[src/rtl/alu_issue_pkg.sv]
// Shared encodings for the ALU issue stage: RV32I opcodes, ALU control codes, branch funct3.
// Unsigned branches (bltu/bgeu) are only decoded when ALU_ISSUE_UNSIGNED_BR_EN is defined.
package alu_issue_pkg;

  localparam int XLEN = 32;

  localparam logic [6:0] OP_LOAD   = 7'b0000011;
  localparam logic [6:0] OP_I      = 7'b0010011;
  localparam logic [6:0] OP_STORE  = 7'b0100011;
  localparam logic [6:0] OP_R      = 7'b0110011;
  localparam logic [6:0] OP_BRANCH = 7'b1100011;

  typedef enum logic [2:0] {
    ALU_ADD = 3'b000,
    ALU_SUB = 3'b001,
    ALU_AND = 3'b010,
    ALU_OR  = 3'b011,
    ALU_SLT = 3'b101
  } alu_ctrl_e;

  localparam logic [2:0] F3_BEQ  = 3'b000;
  localparam logic [2:0] F3_BNE  = 3'b001;
  localparam logic [2:0] F3_BLT  = 3'b100;
  localparam logic [2:0] F3_BGE  = 3'b101;
  localparam logic [2:0] F3_BLTU = 3'b110;
  localparam logic [2:0] F3_BGEU = 3'b111;

endpackage

[src/rtl/alu_ctrl_decode.sv]
// Combinational decode of opcode/funct fields into ALU control, operand-B select and flags.
// Honours ALU_ISSUE_UNSIGNED_BR_EN for the bltu/bgeu encodings.
module alu_ctrl_decode
  import alu_issue_pkg::*;
(
  input  logic [6:0] opcode,
  input  logic [2:0] funct3,
  input  logic       funct7b5,
  output logic [2:0] alu_ctrl,
  output logic       b_sel_imm,
  output logic       is_branch,
  output logic       illegal
);

  always_comb begin
    alu_ctrl  = ALU_ADD;
    b_sel_imm = 1'b0;
    is_branch = 1'b0;
    illegal   = 1'b0;
    case (opcode)
      OP_R, OP_I: begin
        b_sel_imm = (opcode == OP_I);
        case (funct3)
          3'b000:  alu_ctrl = (opcode == OP_R && funct7b5) ? ALU_SUB : ALU_ADD;
          3'b010:  alu_ctrl = ALU_SLT;
          3'b110:  alu_ctrl = ALU_OR;
          3'b111:  alu_ctrl = ALU_AND;
          default: illegal  = 1'b1;
        endcase
      end
      OP_LOAD, OP_STORE: b_sel_imm = 1'b1;
      OP_BRANCH: begin
        alu_ctrl  = ALU_SUB;
        is_branch = 1'b1;
        case (funct3)
          F3_BEQ, F3_BNE, F3_BLT, F3_BGE: illegal = 1'b0;
`ifdef ALU_ISSUE_UNSIGNED_BR_EN
          F3_BLTU, F3_BGEU:               illegal = 1'b0;
`endif
          default:                        illegal = 1'b1;
        endcase
      end
      default: illegal = 1'b1;
    endcase
    // Illegal encodings present a neutral add of zeros to the ALU
    if (illegal) begin
      alu_ctrl  = ALU_ADD;
      b_sel_imm = 1'b0;
      is_branch = 1'b0;
    end
  end

endmodule

[src/rtl/alu_issue_stage.sv]
// Two-stage ALU front end: stage 1 registers ALU operands, stage 2 captures result and branch outcome.
// Define ALU_ISSUE_UNSIGNED_BR_EN to enable bltu/bgeu; otherwise they are flagged illegal.
module alu_issue_stage
  import alu_issue_pkg::*;
(
  input  logic            clk,
  input  logic            rst,
  input  logic            in_valid,
  output logic            in_ready,
  input  logic [6:0]      in_opcode,
  input  logic [2:0]      in_funct3,
  input  logic            in_funct7b5,
  input  logic [XLEN-1:0] in_rs1,
  input  logic [XLEN-1:0] in_rs2,
  input  logic [XLEN-1:0] in_imm,
  output logic [XLEN-1:0] alu_a,
  output logic [XLEN-1:0] alu_b,
  output logic [2:0]      alu_ctrl,
  input  logic [XLEN-1:0] alu_result,
  input  logic            alu_z,
  input  logic            alu_n,
  input  logic            alu_c,
  input  logic            alu_v,
  output logic            out_valid,
  input  logic            out_ready,
  output logic [XLEN-1:0] out_result,
  output logic            out_taken,
  output logic            out_illegal
);

  logic [2:0] dec_ctrl;
  logic       dec_b_imm;
  logic       dec_branch;
  logic       dec_illegal;

  logic       s1_valid;
  logic [2:0] s1_funct3;
  logic       s1_is_branch;
  logic       s1_illegal;
  logic       s2_valid;
  logic       s1_advance;
  logic       accept;
  logic       taken;

  alu_ctrl_decode u_decode (
    .opcode    (in_opcode),
    .funct3    (in_funct3),
    .funct7b5  (in_funct7b5),
    .alu_ctrl  (dec_ctrl),
    .b_sel_imm (dec_b_imm),
    .is_branch (dec_branch),
    .illegal   (dec_illegal)
  );

  assign s1_advance = s1_valid & (~s2_valid | out_ready);
  assign in_ready   = ~s1_valid | s1_advance;
  assign accept     = in_valid & in_ready;
  assign out_valid  = s2_valid;

  // Branch outcome from the flags of the rs1 - rs2 subtraction
  always_comb begin
    taken = 1'b0;
    if (s1_is_branch) begin
      case (s1_funct3)
        F3_BEQ:  taken = alu_z;
        F3_BNE:  taken = ~alu_z;
        F3_BLT:  taken = alu_n ^ alu_v;
        F3_BGE:  taken = ~(alu_n ^ alu_v);
`ifdef ALU_ISSUE_UNSIGNED_BR_EN
        F3_BLTU: taken = ~alu_c;
        F3_BGEU: taken = alu_c;
`endif
        default: taken = 1'b0;
      endcase
    end
  end

`ifndef ALU_ISSUE_UNSIGNED_BR_EN
  logic carry_unused;
  assign carry_unused = alu_c;
`endif

  always_ff @(posedge clk or negedge rst) begin
    if (!rst) begin
      s1_valid     <= 1'b0;
      alu_a        <= '0;
      alu_b        <= '0;
      alu_ctrl     <= ALU_ADD;
      s1_funct3    <= 3'b000;
      s1_is_branch <= 1'b0;
      s1_illegal   <= 1'b0;
    end else if (accept) begin
      s1_valid     <= 1'b1;
      alu_a        <= dec_illegal ? '0 : in_rs1;
      alu_b        <= dec_illegal ? '0 : (dec_b_imm ? in_imm : in_rs2);
      alu_ctrl     <= dec_ctrl;
      s1_funct3    <= in_funct3;
      s1_is_branch <= dec_branch;
      s1_illegal   <= dec_illegal;
    end else if (s1_advance) begin
      s1_valid     <= 1'b0;
    end
  end

  // Stage 2 reloads on the same edge it drains, so out_valid stays high at full rate
  always_ff @(posedge clk or negedge rst) begin
    if (!rst) begin
      s2_valid    <= 1'b0;
      out_result  <= '0;
      out_taken   <= 1'b0;
      out_illegal <= 1'b0;
    end else if (s1_advance) begin
      s2_valid    <= 1'b1;
      out_result  <= s1_illegal ? '0 : alu_result;
      out_taken   <= taken;
      out_illegal <= s1_illegal;
    end else if (out_ready) begin
      s2_valid    <= 1'b0;
    end
  end

endmodule

[config.mk]
export PLATFORM = sky130hd
export DESIGN_NAME = alu_issue_stage
export DESIGN_NICKNAME = d
export VERILOG_FILES = /design/src/rtl/alu_issue_pkg.sv /design/src/rtl/alu_ctrl_decode.sv /design/src/rtl/alu_issue_stage.sv
export SDC_FILE = /design/constraint.sdc
export NUM_CORES = 1
export LEC_CHECK = 0
export ABC_AREA = 1
export CAP_MARGIN = 40
export CORE_MARGIN = 4
export CORE_UTILIZATION = 35
export CTS_BUF_LIST = sky130_fd_sc_hd__clkbuf_16
export DETAILED_ROUTE_END_ITERATION = 16
export HOLD_SLACK_MARGIN = 0.12
export PLACE_DENSITY = 0.73
export SYNTH_ARGS = -nofsm -noshare
export SYNTH_HDL_FRONTEND = slang
export SYNTH_SLANG_ARGS = --single-unit
export TNS_END_PERCENT = 30
[constraint.sdc]
create_clock -name clk -period 1.4 [get_ports clk]
set_input_delay 0.14 -clock clk [delete_from_list [all_inputs] [get_ports clk]]
set_output_delay 0.14 -clock clk [all_outputs]
set_load 0.05 [all_outputs]
; Word-level counts from Yosys, hierarchy flattened
; Cells that the tools add are included.
[totals]
register_bits = 108
in_bits = 147
output_inout_bits = 103
[op_classes]
n_eq_ne = 14
muxes = 21
bitwise_logic = 9
n_reduce_logical = 9
[op_table]
columns = cell, count
row1 = 2-to-1 mux 32 bit, 4
row2 = "== test 3 bit, second input constant", 6
row3 = "== test 7 x 6 -> 1 bit, second input constant", 2
row4 = one-hot mux 3 bit (4 select lines), 1
row5 = 2-to-1 mux 1 bit, 11
row6 = OR reduction 4 bit, 2
row7 = "== test 7 x 2 -> 1 bit, second input constant", 1
row8 = "== test 7 x 5 -> 1 bit, second input constant", 1
row9 = "== test 7 bit, second input constant", 1
row10 = "== test 3 x 1 -> 1 bit, second input constant", 2
row11 = zero test 3 bit, 2
row12 = one-hot mux 3 bit (2 select lines), 1
row13 = inverter 1 bit, 4
row14 = one-hot mux 1 bit (4 select lines), 1
row15 = nonzero test 2 bit, 2
row16 = OR reduction 2 bit, 2
row17 = "== test 3 x 2 -> 1 bit, second input constant", 1
row18 = 2-to-1 mux 3 bit, 1
row19 = one-hot mux 1 bit (3 select lines), 1
row20 = bitwise AND 1 bit, 2
row21 = OR 1 bit, 2
row22 = one-hot mux 1 bit (2 select lines), 1
row23 = logical AND 1 bit, 1
row24 = XOR 1 bit, 1

; Logic depth before layout (Yosys ltp)
; Gate-level depths: netlist (run 1).
[logic_depth]
word_depth = 7
ltp_mapped = 11
depth_no_buf = 9

; By module
; From an unflattened synthesis (run 1), not the netlist that was laid out.
[hier_totals]
hier_cells = 453
area_unflattened_um2 = 4526.8
[by_module_without_submodules]
columns = mod, instances, cells_per_inst, area_each_um2, seq_area_each_um2
row1 = alu_issue_stage, 1, 416, 4371.7, 2702.6
row2 = alu_ctrl_decode, 1, 37, 155.1, 0.0

; Worst setup path after synthesis (run 1)
; Ideal clock, no wire load.
[synth_path]
kind = register to register
from = register s2_valid, in the netlist out_valid
to = register alu_b[0]
setup_ns = 0.118
arrival_ns = 1.983
required_time_ns = 1.282
slack_ns = -0.701
stages_incl_launch_ff = 10
period_less_slack_ns = 2.101
path_cell_list = dfrtp_1 nand3_1 nand2_1 inv_1 nand2_1 nor2_2 buf_6 buf_6 nand3_1 nand2_1
[synth_between]
elab_chain_cells = 5
[synth_lines]
columns = item, line
row1 = start: declaration, alu_issue_stage.sv:40  ; logic s2_valid;
row2 = start signal: assignment, alu_issue_stage.sv:108  ; s2_valid <= 1'b0;
row3 = start signal: assignment, alu_issue_stage.sv:113  ; s2_valid <= 1'b1;
row4 = start signal: assignment, alu_issue_stage.sv:118  ; s2_valid <= 1'b0;
row5 = inverter 1 bit, alu_issue_stage.sv:55  ; assign s1_advance = s1_valid & (~s2_valid | out_ready);
row6 = OR 1 bit, alu_issue_stage.sv:55
row7 = bitwise AND 1 bit, alu_issue_stage.sv:55
row8 = OR 1 bit, alu_issue_stage.sv:56  ; assign in_ready = ~s1_valid | s1_advance;
row9 = via in_ready, alu_issue_stage.sv:9  ; output logic in_ready,
row10 = bitwise AND 1 bit, alu_issue_stage.sv:57  ; assign accept = in_valid & in_ready;
row11 = end signal: assignment, alu_issue_stage.sv:95  ; alu_b <= dec_illegal ? '0 : (dec_b_imm ? in_imm : in_rs2);
row12 = end: declaration, alu_issue_stage.sv:17  ; output logic [XLEN-1:0] alu_b,
; The timed path passes the listed nets, and every way through them passes these cells.
; A chain may end at the register's enable or synchronous reset.

; Worst setup path in the final report (run 1)
[layout_path]
from = input in_opcode[5]
to = register alu_b[8]
[layout_between]
elab_chain_cells = 6
elab_cells_between_ends = 12
[layout_lines]
columns = item, line
row1 = start: declaration, alu_issue_stage.sv:10  ; input logic [6:0] in_opcode,
row2 = "== test 7 x 2 -> 1 bit, or another cell as far along", alu_ctrl_decode.sv:20  ; case (opcode)
row3 = OR reduction 2 bit, alu_ctrl_decode.sv:20
row4 = one-hot mux 1 bit (3 select lines) / one-hot mux 1 bit (2 select lines) (equally long branches), alu_ctrl_decode.sv:20
row5 = 2-to-1 mux 1 bit, alu_ctrl_decode.sv:46  ; if (illegal) begin
row6 = 2-to-1 mux 32 bit, alu_issue_stage.sv:95
row7 = 2-to-1 mux 32 bit (*), alu_issue_stage.sv:95
; Every way passes the cells marked *; elsewhere a longest branch is shown, timed or not.

==> key figures, run 1 <==
Clock tree
  • Clock Tree Buf Depth: 2
  • Number of buffers inserted during clock tree synthesis: 9
  • Cell chosen for the clock root: clkbuf_16
  • H-tree levels: 3
  • Clock transition at the registers of the reported paths: ~70 ps
  • Clock tree from TritonCTS: done
  • Worst-skew pair later-pin latency: roughly 340 ps
  • Clock Sink Count: between 100 and 150

Global routing
  • Vias in the first global route: ~5000
  • Global-route wire length before repair: roughly 25000 um
  • Sum of overflow across all layers after global routing: 0
  • Global-route total usage across every layer: 0.202
  • Initial antenna violation count: 0
  • Pin count of the biggest net entering global routing: 35

Worst setup path
  • Worst Path Required: about 1700 ps
  • CP max FO: 5
  • Delay of the slowest critical-path stage: around 500 ps
  • Cell at the slowest stage of the critical path: clkdlybuf4s50_1
  • Critical Path Sink Type: register
  • Setup crit start kind: input pin
  • Most prevalent standard cell on the critical path: nand2_2
  • R2R setup slack: roughly 40 ps
  • Reg-to-reg critical path startpoint: out_valid$_DFFE_PN0P_
  • Arrival time of the worst setup path: 1670 ps
  • Cells on worst reg2reg path: 9
  • Crit path cell chain: clkdlybuf4s50_1 > nand2_1 > nor2_4 > nand2_2 > nand2_2 > nand2_2 > nor2_4 > clkbuf_16 > buf_12 > nand3_2 > nand2_2
  • Startpoint-to-endpoint class of the critical path: input pin to register
  • Reg-to-reg critical path endpoint: alu_b[8]$_DFFE_PN0P_

Final layout
  • Share of the core filled with cells in the final layout: 0.624
  • Fill cell total of the finished layout: between 1000 and 1500
  • Fin nets: just under 1000
  • Number of antenna diodes: 0
  • Synth-to-Final Area Change: 74.0%
  • Top library cells by usage in the layout, fill and taps aside: nand2_1 (213), clkdlybuf4s50_1 (137), buf_4 (111)
  • Share of final-layout standard cells stronger than drive strength 1: 0.234
  • Most common library cell in the layout ignoring fill and taps: nand2_1
  • Final instance area: between 0.008 and 0.009 mm^2

Detailed routing
  • Via count: 4733
  • Post-detailed-route count of antenna-violating nets: 0
  • DR vias/cell: around 4.8
  • Residual DRC count: 0
  • Detail-routed net length per standard cell: about 16 um
  • Pre-Repair DR Iteration Count: 4
  • Number of violations reported at the end of detailed-routing iteration 0: between 200 and 300
  • Total Wirelength: about 16000 um

Place
  • Number of port buffers: around 250
  • Estimated wirelength of the detail-placed design: 11700 um
  • Pre-CTS WS: -393 ps
  • Dpl cell area: between 0.007 and 0.008 mm^2
  • Global placement routability congestion: about 0.85

Synthesis
  • Largest area contributor in the synthesized netlist: dfrtp_1
  • Sequential share of the synthesized area: 0.569
  • Count of distinct cell types in the synthesized netlist: 21
  • Area share of the largest cell type after synthesis: 0.569
  • Seq cells post-synth: 108
  • Synthesized cell area: 0.00475 mm^2
  • Number of warning messages in the yosys log: 0
  • Net count after synthesis: 688
  • Post-Synthesis Cells: 541
  • Mapped Avg Cell Area: around 9 um^2
  • Cells taking the most area after synthesis: dfrtp_1 (57%), nand2_1 (18%), a22o_1 (5.9%), nand3b_1 (4.9%), nand3_1 (3.8%)

Timing
  • Hold Slack: 214 ps
  • Fin crit period: around 1400 ps
  • Timing-limited maximum frequency: ~720 MHz
  • Max_slew headroom: 0.819
  • Hold Fails Final Rpt: 0
  • Worst Tran Pin Value: between 200 and 300 ps
  • Tcrit/Tclk final: 0.996
  • Number of setup violations in the final report: 0
  • Unrepaired setup endpoints after global routing: true
  • Clk_skew: ~6.4 ps
  • Min setup slack post-route: approximately 5.3 ps
  • Max-slew violations: 0

Floorplanning
  • Die extent in x: between 100 and 150 um
  • Number of rows created at floorplan: 42
  • Die area: 0.0155 mm^2
  • Vert. Die Dim: 124 um
  • Starting Density: 0.359
  • Placeable core area: ~0.013 mm^2
  • Number of placed I/O pins: 250

Power
  • Net switching power of the design: around 1.9 mW
  • Total Power: 7.44 mW
  • Leakage: around 4.3 nW
  • Part of the power in registers: 0.442
  • P_int: around 5.5 mW
  • Net switching share of the total power: 0.260
  • Total power divided by cell area: about 900 mW/mm^2
  • Highest ir drop seen on vdd: roughly 470 uV
  • Clock group share of total power: 0.355
  • Combinational cell fraction of total power: 0.203

Run status
  • Status: finished clean

Job
  • Number of maximum-capacitance constraint violations: 0

Worst hold path
  • Hold Path Class: input pin to asynchronous set/reset pin
## state kept, by name, summed over array words and instances, names as in the netlist
register and cells:
out_illegal 1, s1_valid 1, s1_funct3 3, out_valid 1, s1_is_branch 1, out_taken 1
alu_b 32, alu_a 32, alu_ctrl 3, out_result 32, s1_illegal 1
## Yosys cell counts (all sizes together)
master,count
inv,46
o31ai,1
a21oi,2
dfrtp,108
buf,19
or2,1
nand3b,31
clkbuf,11
nand2,225
o21ai,8
nor2,14
a22o,32
nor3,1
nand4,4
o211ai,1
xnor2,1
nand3,36
## per-layer routing
layer,track usage,part of all wire
met4,0.0838,0.020
met5,0,0
met1,0.254,0.44
met2,0.328,0.48
met3,0.0570,0.064
## worst max-delay path, delay by kind of cell
kind                   cells  cell delay (ps)
AND/OR/NAND/NOR            8              710
buffers and inverters      3              820
## timing repair
item / in CTS / in global routing
hold buffers: 1 / 0
hold endpoints to repair: 108 / 0
resized for setup: 6 / 30
pin swaps: 6 / 16
buffers inserted: 4 / 4
cloned: 1 / 7
endpoints found under the setup margin: 26 / 66
## per-stage QoR
step	TNS (ps)	instances
2_1_floorplan	-10180	541
3_5_place_dp	-28220	966
5_1_grt	-3520	996
3_3_place_gp	-24910	966
4_1_cts	-120	986
6_report	0	996
## worst max path at each step
stage | from | cells after the start | slack [ps] | end
2_1_floorplan | out_valid$_DFFE_PN0P_ | 9 | -170 | alu_b[0]$_DFFE_PN0P_
3_5_place_dp | in_opcode[0] | 10 | -390 | alu_b[2]$_DFFE_PN0P_
3_3_place_gp | in_funct3[2] | 7 | -370 | alu_b[11]$_DFFE_PN0P_
6_report | in_opcode[5] | 11 | 5 | alu_b[8]$_DFFE_PN0P_
5_1_grt | in_opcode[5] | 11 | -70 | alu_b[20]$_DFFE_PN0P_
4_1_cts | in_opcode[2] | 12 | -10 | alu_a[28]$_DFFE_PN0P_
## area by class of cell
cell class / instances / area, um^2 / share of cell area
Sequential cell: 108 / 2700 / 0.327
Inverter: 46 / 173 / 0.0209
Clock buffer: 9 / 225 / 0.0272
Multi-Input combinational cell: 357 / 1800 / 0.218
Timing Repair Buffer: 295 / 3070 / 0.371
Clock inverter: 5 / 77.6 / 0.00939
Tap cell: 176 / 220 / 0.0266
## cell families after synthesis
group | share of synthesized area
and+or+nand+nor | 0.285
buffers and inverters | 0.0714
xor gates and xnor gates | 0.00184
AOI/OAI and AO/OA | 0.0727
DFF | 0.569
## power groups by stage
stage,logic [mW],clock network (mW),registers (mW)
after floorplan,0.321,0,3.61
after global placement,1.44,0,3.35
after detailed placement,1.46,0,3.35
after CTS,1.50,2.71,3.29
after global routing,1.61,2.85,3.30
final,1.51,2.64,3.29
Note: power is estimated with default switching activity, not from simulation.
==> run 2, diff against run 1 <==
--- a/config.mk
+++ b/config.mk
@@ -8,11 +8,12 @@
 export ABC_AREA = 1
 export CAP_MARGIN = 40
 export CORE_MARGIN = 4
-export CORE_UTILIZATION = 35
+export CORE_UTILIZATION = 40
 export CTS_BUF_LIST = sky130_fd_sc_hd__clkbuf_16
 export DETAILED_ROUTE_END_ITERATION = 16
 export HOLD_SLACK_MARGIN = 0.12
-export PLACE_DENSITY = 0.73
+export PLACE_DENSITY = 0.81
+export REMOVE_ABC_BUFFERS = 1
 export SYNTH_ARGS = -nofsm -noshare
 export SYNTH_HDL_FRONTEND = slang
 export SYNTH_SLANG_ARGS = --single-unit
==> run 2 against run 1 <==
Against the previous run:
- sequential share of layout area decreased by 0.55 points
- design area increased by 1.7%
- first-iteration DRC count is 43% higher
- worst setup slack better by 25 ps
- sequential power hardly changed
- critical path depth shrank 2
- cell count down 2.4%
- global-route usage grew 3.1 points
- worst hold slack gained 6.1 ps
- sequential cell count stayed put
- clock-buffer cell count is the same
- largest power group unchanged
==> key figures, run 2 (same netlist as run 1, synthesis figures left out) <==
Run status
  • Status: finished clean

Final layout
  • Fin nets: about 970
  • Share of the core filled with cells in the final layout: 0.730
  • Number of antenna diodes: 0
  • Largest registers: alu_a x32, alu_b x32, out_result x32
  • Share of final-layout standard cells stronger than drive strength 1: 0.241
  • Top library cells by usage in the layout, fill and taps aside: nand2_1 (217), clkdlybuf4s50_1 (134), dfrtp_1 (108), buf_4 (108), inv_1 (44)
  • Most common library cell in the layout ignoring fill and taps: nand2_1
  • Synth-to-Final Area Change: 76.9%
  • Final instance area: between 0.008 and 0.009 mm^2

Global routing
  • Sum of overflow across all layers after global routing: 0
  • Initial antenna violation count: 0
  • Pin count of the biggest net entering global routing: 39
  • Global-route wire length before repair: about 25000 um
  • Global-route total usage across every layer: 0.233
  • Vias in the first global route: 5093

Floorplanning
  • Vert. Die Dim: 117 um
  • Starting Density: 0.412
  • Die area: about 0.014 mm^2
  • Die extent in x: approximately 120 um
  • Number of placed I/O pins: 250
  • Placeable core area: between 0.01 and 0.015 mm^2
  • Number of rows created at floorplan: 39

Clock tree
  • Clock tree from TritonCTS: done
  • Clock Sink Count: between 100 and 150
  • H-tree levels: 3
  • Cell chosen for the clock root: clkbuf_16
  • Worst-skew pair later-pin latency: ~340 ps
  • Clock transition at the registers of the reported paths: ~70 ps
  • Clock Tree Buf Depth: 2
  • Number of buffers inserted during clock tree synthesis: 9

Power
  • Leakage: 4.38 nW
  • Highest ir drop seen on vdd: slightly below 700 uV
  • Total Power: around 7.4 mW
  • Total power divided by cell area: slightly below 900 mW/mm^2

Detailed routing
  • Post-detailed-route count of antenna-violating nets: 0
  • Detail-routed net length per standard cell: between 15 and 20 um
  • Pre-Repair DR Iteration Count: 5
  • Via count: 4883
  • Residual DRC count: 0
  • DR vias/cell: 5.02
  • Total Wirelength: 17000 um
  • Number of violations reported at the end of detailed-routing iteration 0: between 300 and 400

Place
  • Estimated wirelength of the detail-placed design: between 10000 and 15000 um
  • Number of port buffers: ~250
  • Global placement routability congestion: 0.773
  • Dpl cell area: roughly 0.0077 mm^2

Worst setup path
  • Launch point of the worst path: s1_valid$_DFFE_PN0P_
  • Startpoint-to-endpoint class of the critical path: register to register
  • Arrival time of the worst setup path: ~1700 ps
  • Critical Path Sink Type: register
  • Worst Path Required: 1680 ps
  • Setup crit start kind: register
  • R2R setup slack: 30 ps
  • Reg-to-reg critical path startpoint: s1_valid$_DFFE_PN0P_
  • CP max FO: 17

Worst hold path
  • Hold Path Class: input pin to register
  • Hold path start: in_funct3[0]

Timing
  • Timing-limited maximum frequency: around 730 MHz
  • Unrepaired setup endpoints after global routing: true
  • Tcrit/Tclk final: 0.978
  • Max-slew violations: 0
  • Hold Fails Final Rpt: 0
  • Max_slew headroom: 0.706
  • Clk_skew: about 4.4 ps
  • Number of setup violations in the final report: 0
  • Fin crit period: roughly 1400 ps
  • Worst Tran Pin Value: roughly 440 ps

Job
  • Number of maximum-capacitance constraint violations: 0
[run 2: cell types whose count changed in the layout (fill, tap and decap cells not counted), sizes merged, moves of 2 or more]
cell           change
buf                +9
dlygate4sd2        +5
clkdlybuf4s50      -3
clkbuf             -2
dlymetal6s2s       -2
[run 2: worst max-delay path: stages (launching register included)]
cell,delay (ps)
dfrtp_1,400
nand3_2,110
nand2_2,80
inv_2,70
nand2_2,60
nor2_4,150
buf_4,150
buf_12,140
nand3_1,90
nand2_1,70
[run 2: routing by layer]
layer | routed length [um] | vias to the layer above | global-route usage
li1 | - | 2283 | -
met1 | 6440 | 2304 | 0.265
met2 | 8590 | 257 | 0.418
met3 | 1520 | 39 | 0.0535
met4 | 461 | 0 | 0.104
met5 | 0 | - | 0
[run 2: area by class of cell]
| class | count | area, um^2 |
|---|---|---|
| clock buffer | 9 | 225 |
| clock inverter | 7 | 68.8 |
| fill | 769 | 3110 |
| inverter | 46 | 173 |
| multi-input combinational | 357 | 1820 |
| sequential | 108 | 2700 |
| tap | 143 | 179 |
| timing repair buffer | 302 | 3230 |
[run 2: what timing repair did]
| action | in CTS | in global routing |
|---|---|---|
| setup endpoints to repair | 55 | 101 |
| pin swaps | 10 | 10 |
| hold endpoints to repair | 84 | 0 |
| setup buffers | 16 | 2 |
| hold buffers | 1 | 0 |
| gates resized for setup | 20 | 24 |
| gates cloned | 3 | 3 |
[run 2: metrics by stage]
stage	setup TNS, ps	setup slack [ps]	hold WS, ps	cells
6_report	0	30.3	220	972
5_1_grt	-479	-37.1	286	972
4_1_cts	0	19.4	273	969
3_5_place_dp	-27010	-425	108	933
3_3_place_gp	-21790	-370	98.0	933
2_1_floorplan	-237730	-2790	-156	511
[run 2: where the power goes]
group,internal [mW],switching [mW]
Sequential,3.21,0.0739
Clock,1.39,1.17
Combinational,0.773,0.788
[run 2: worst paths after layout]
kind | to | cells past startpoint
min in group asynchronous | alu_a[22]$_DFFE_PN0P_ | 2
max | alu_b[12]$_DFFE_PN0P_ | 9
max reg2reg | alu_b[12]$_DFFE_PN0P_ | 9
max in group asynchronous | out_result[11]$_DFFE_PN0P_ | 3
min | s1_funct3[0]$_DFFE_PN0P_ | 4
min reg2reg | alu_a[13]$_DFFE_PN0P_ | 2
==> run 3, diff against run 2 <==
==> constraint.sdc (replaced) <==
create_clock -name clk -period 1.3 [get_ports clk]
set_input_delay 0.13 -clock clk [delete_from_list [all_inputs] [get_ports clk]]
set_output_delay 0.13 -clock clk [all_outputs]
set_load 0.05 [all_outputs]
==> run 3 against run 2 <==
Against the previous run:
- first-iteration DRC count up 12%
- worst hold slack worse by 32 ps
- worst setup slack worse by 130 ps
- via count up 3.3%
- core utilization up 9.2 points
- fmax down 2.3%
- cell count down 0.51%
- die area unchanged
- sequential share of layout area down 3.6 points
- clock power about the same
- combinational power up 21%
- the flow now finishes with violations (setup timing)
==> key figures, run 3 (same netlist as run 1, synthesis figures left out) <==
Run status
  • Status: finished, violations left
  • Violations in the final reports: setup timing

Final layout
  • Synth-to-Final Area Change: 99.2%
  • Most common library cell in the layout ignoring fill and taps: nand2_1
  • Top library cells by usage in the layout, fill and taps aside: nand2_1 (201), clkdlybuf4s50_1 (134), buf_12 (114)
  • Count of placed standard cells in the final layout, fillers left out: between 900 and 1000
  • Share of the core filled with cells in the final layout: 0.822
  • Fin nets: 966
  • Share of final-layout standard cells stronger than drive strength 1: 0.277
  • Largest registers: alu_a x32, alu_b x32, out_result x32
  • Number of antenna diodes: 0

Clock tree
  • Clock Tree Buf Depth: 2
  • Worst-skew pair later-pin latency: 350 ps
  • Cell chosen for the clock root: clkbuf_16
  • Clock tree from TritonCTS: done
  • Number of buffers inserted during clock tree synthesis: 9
  • Clock Sink Count: 108
  • Clock transition at the registers of the reported paths: ~70 ps
  • H-tree levels: 3

Timing
  • Max_slew headroom: 0.775
  • Worst Tran Pin Value: between 300 and 400 ps
  • Max-slew violations: 0
  • TNS Setup: -6050 ps
  • Fin crit period: around 1400 ps
  • Min setup slack post-route: -101 ps
  • Number of setup violations in the final report: 101
  • Clk_skew: slightly below 7 ps
  • Hold Slack: 188 ps
  • Timing-limited maximum frequency: a little over 700 MHz
  • Tcrit/Tclk final: 1.08
  • Unrepaired setup endpoints after global routing: true
  • Hold Fails Final Rpt: 0

Floorplanning
  • Die extent in x: between 100 and 150 um
  • Starting Density: 0.412
  • Die area: approximately 0.014 mm^2
  • Number of rows created at floorplan: 39
  • Number of placed I/O pins: 250
  • Placeable core area: between 0.01 and 0.015 mm^2
  • Vert. Die Dim: 117 um

Worst setup path
  • Cell at the slowest stage of the critical path: dfrtp_1
  • Arrival time of the worst setup path: between 1500 and 2000 ps
  • CP max FO: 8
  • Startpoint-to-endpoint class of the critical path: register to register
  • Crit path cell chain: nand3_2 > nand2_2 > inv_2 > nand2_2 > nor2_4 > buf_12 > clkbuf_16 > nand2_1 > nand2_1
  • Delay of the slowest critical-path stage: 420 ps
  • Worst Path Required: 1590 ps
  • Critical Path Sink Type: register
  • Setup crit start kind: register

Place
  • Pre-CTS WS: -512 ps
  • Number of cells in the design after placement: 932
  • Global placement routability congestion: approximately 0.82
  • Estimated wirelength of the detail-placed design: 12900 um
  • Number of port buffers: approximately 250

Power
  • Leakage: 4.58 nW
  • Total power divided by cell area: between 800 and 900 mW/mm^2
  • Highest ir drop seen on vdd: approximately 600 uV

Detailed routing
  • Number of violations reported at the end of detailed-routing iteration 0: 405
  • DR vias/cell: between 5 and 6
  • Detail-routed net length per standard cell: a little under 20 um
  • Pre-Repair DR Iteration Count: 5
  • Post-detailed-route count of antenna-violating nets: 0
  • Total Wirelength: between 15000 and 20000 um
  • Via count: approximately 5000
  • Residual DRC count: 0

Worst hold path
  • Hold Path Class: input pin to register

Global routing
  • Vias in the first global route: about 5000
  • Initial antenna violation count: 0
  • Global-route wire length before repair: about 28000 um
  • Sum of overflow across all layers after global routing: 0
  • Global-route total usage across every layer: 0.267
  • Pin count of the biggest net entering global routing: 62

Job
  • Number of maximum-capacitance constraint violations: 0
==> run 3: through the flow <==
stage          power (mW)  cell area [um^2]
5_1_grt              8.27              9460
4_1_cts              7.97              9180
6_report             7.99              9460
3_5_place_dp         5.40              8640
2_1_floorplan        4.20              4580
3_3_place_gp         5.35              8640
==> run 3: path summary, 6_finish.rpt <==
check | from | cells past startpoint | slack (ps) | to
setup / recovery | out_valid$_DFFE_PN0P_ | 9 | -100 | alu_a[16]$_DFFE_PN0P_
hold / removal | in_funct3[0] | 4 | 190 | s1_funct3[0]$_DFFE_PN0P_
setup reg to reg | out_valid$_DFFE_PN0P_ | 9 | -100 | alu_a[16]$_DFFE_PN0P_
hold reg to reg | s1_funct3[2]$_DFFE_PN0P_ | 2 | 550 | s1_funct3[2]$_DFFE_PN0P_
max in group asynchronous | rst | 3 | 680 | out_result[24]$_DFFE_PN0P_
min in group asynchronous | rst | 3 | 310 | alu_a[22]$_DFFE_PN0P_
==> run 3: what timing repair did <==
action | in CTS | in global routing
endpoints found under the hold margin | 108 | 0
pin swaps | 10 | 24
gates resized for setup | 29 | 54
hold buffers | 1 | 0
cloned | 4 | 3
setup buffers | 12 | 1
setup endpoints to repair | 72 | 103
==> run 3: cell type report <==
cell class	instances	area [um^2]
Clock inverter	7	42.5
Tap cell	143	179
Clock buffer	9	225
Multi-Input combinational cell	357	1970
Sequential cell	108	2700
Inverter	46	173
Timing Repair Buffer	297	4170
Fill cell	580	2050
==> run 3: power by group <==
part / total, mW / internal [mW] / switching [mW] / leakage (nW)
registers: 3.58 / 3.46 / 0.123 / 1.48
logic: 1.88 / 0.985 / 0.894 / 2.98
clock network: 2.53 / 1.29 / 1.24 / 0.124
total: 7.99 / 5.73 / 2.26 / 4.58
==> run 3: per-layer routing <==
layer,vias to the layer above,global-route usage,part of all wire
li1,2278,-,-
met1,2428,0.316,0.36
met2,286,0.472,0.52
met3,53,0.0514,0.079
met4,0,0.113,0.040
met5,-,0,0
==> run 3: worst max-delay path: cells and delay by family, from the launching register on <==
family / cells / cell delay [ps]
buffers and inverters: 3 / 410
flip-flops: 1 / 420
AND/OR/NAND/NOR: 6 / 500
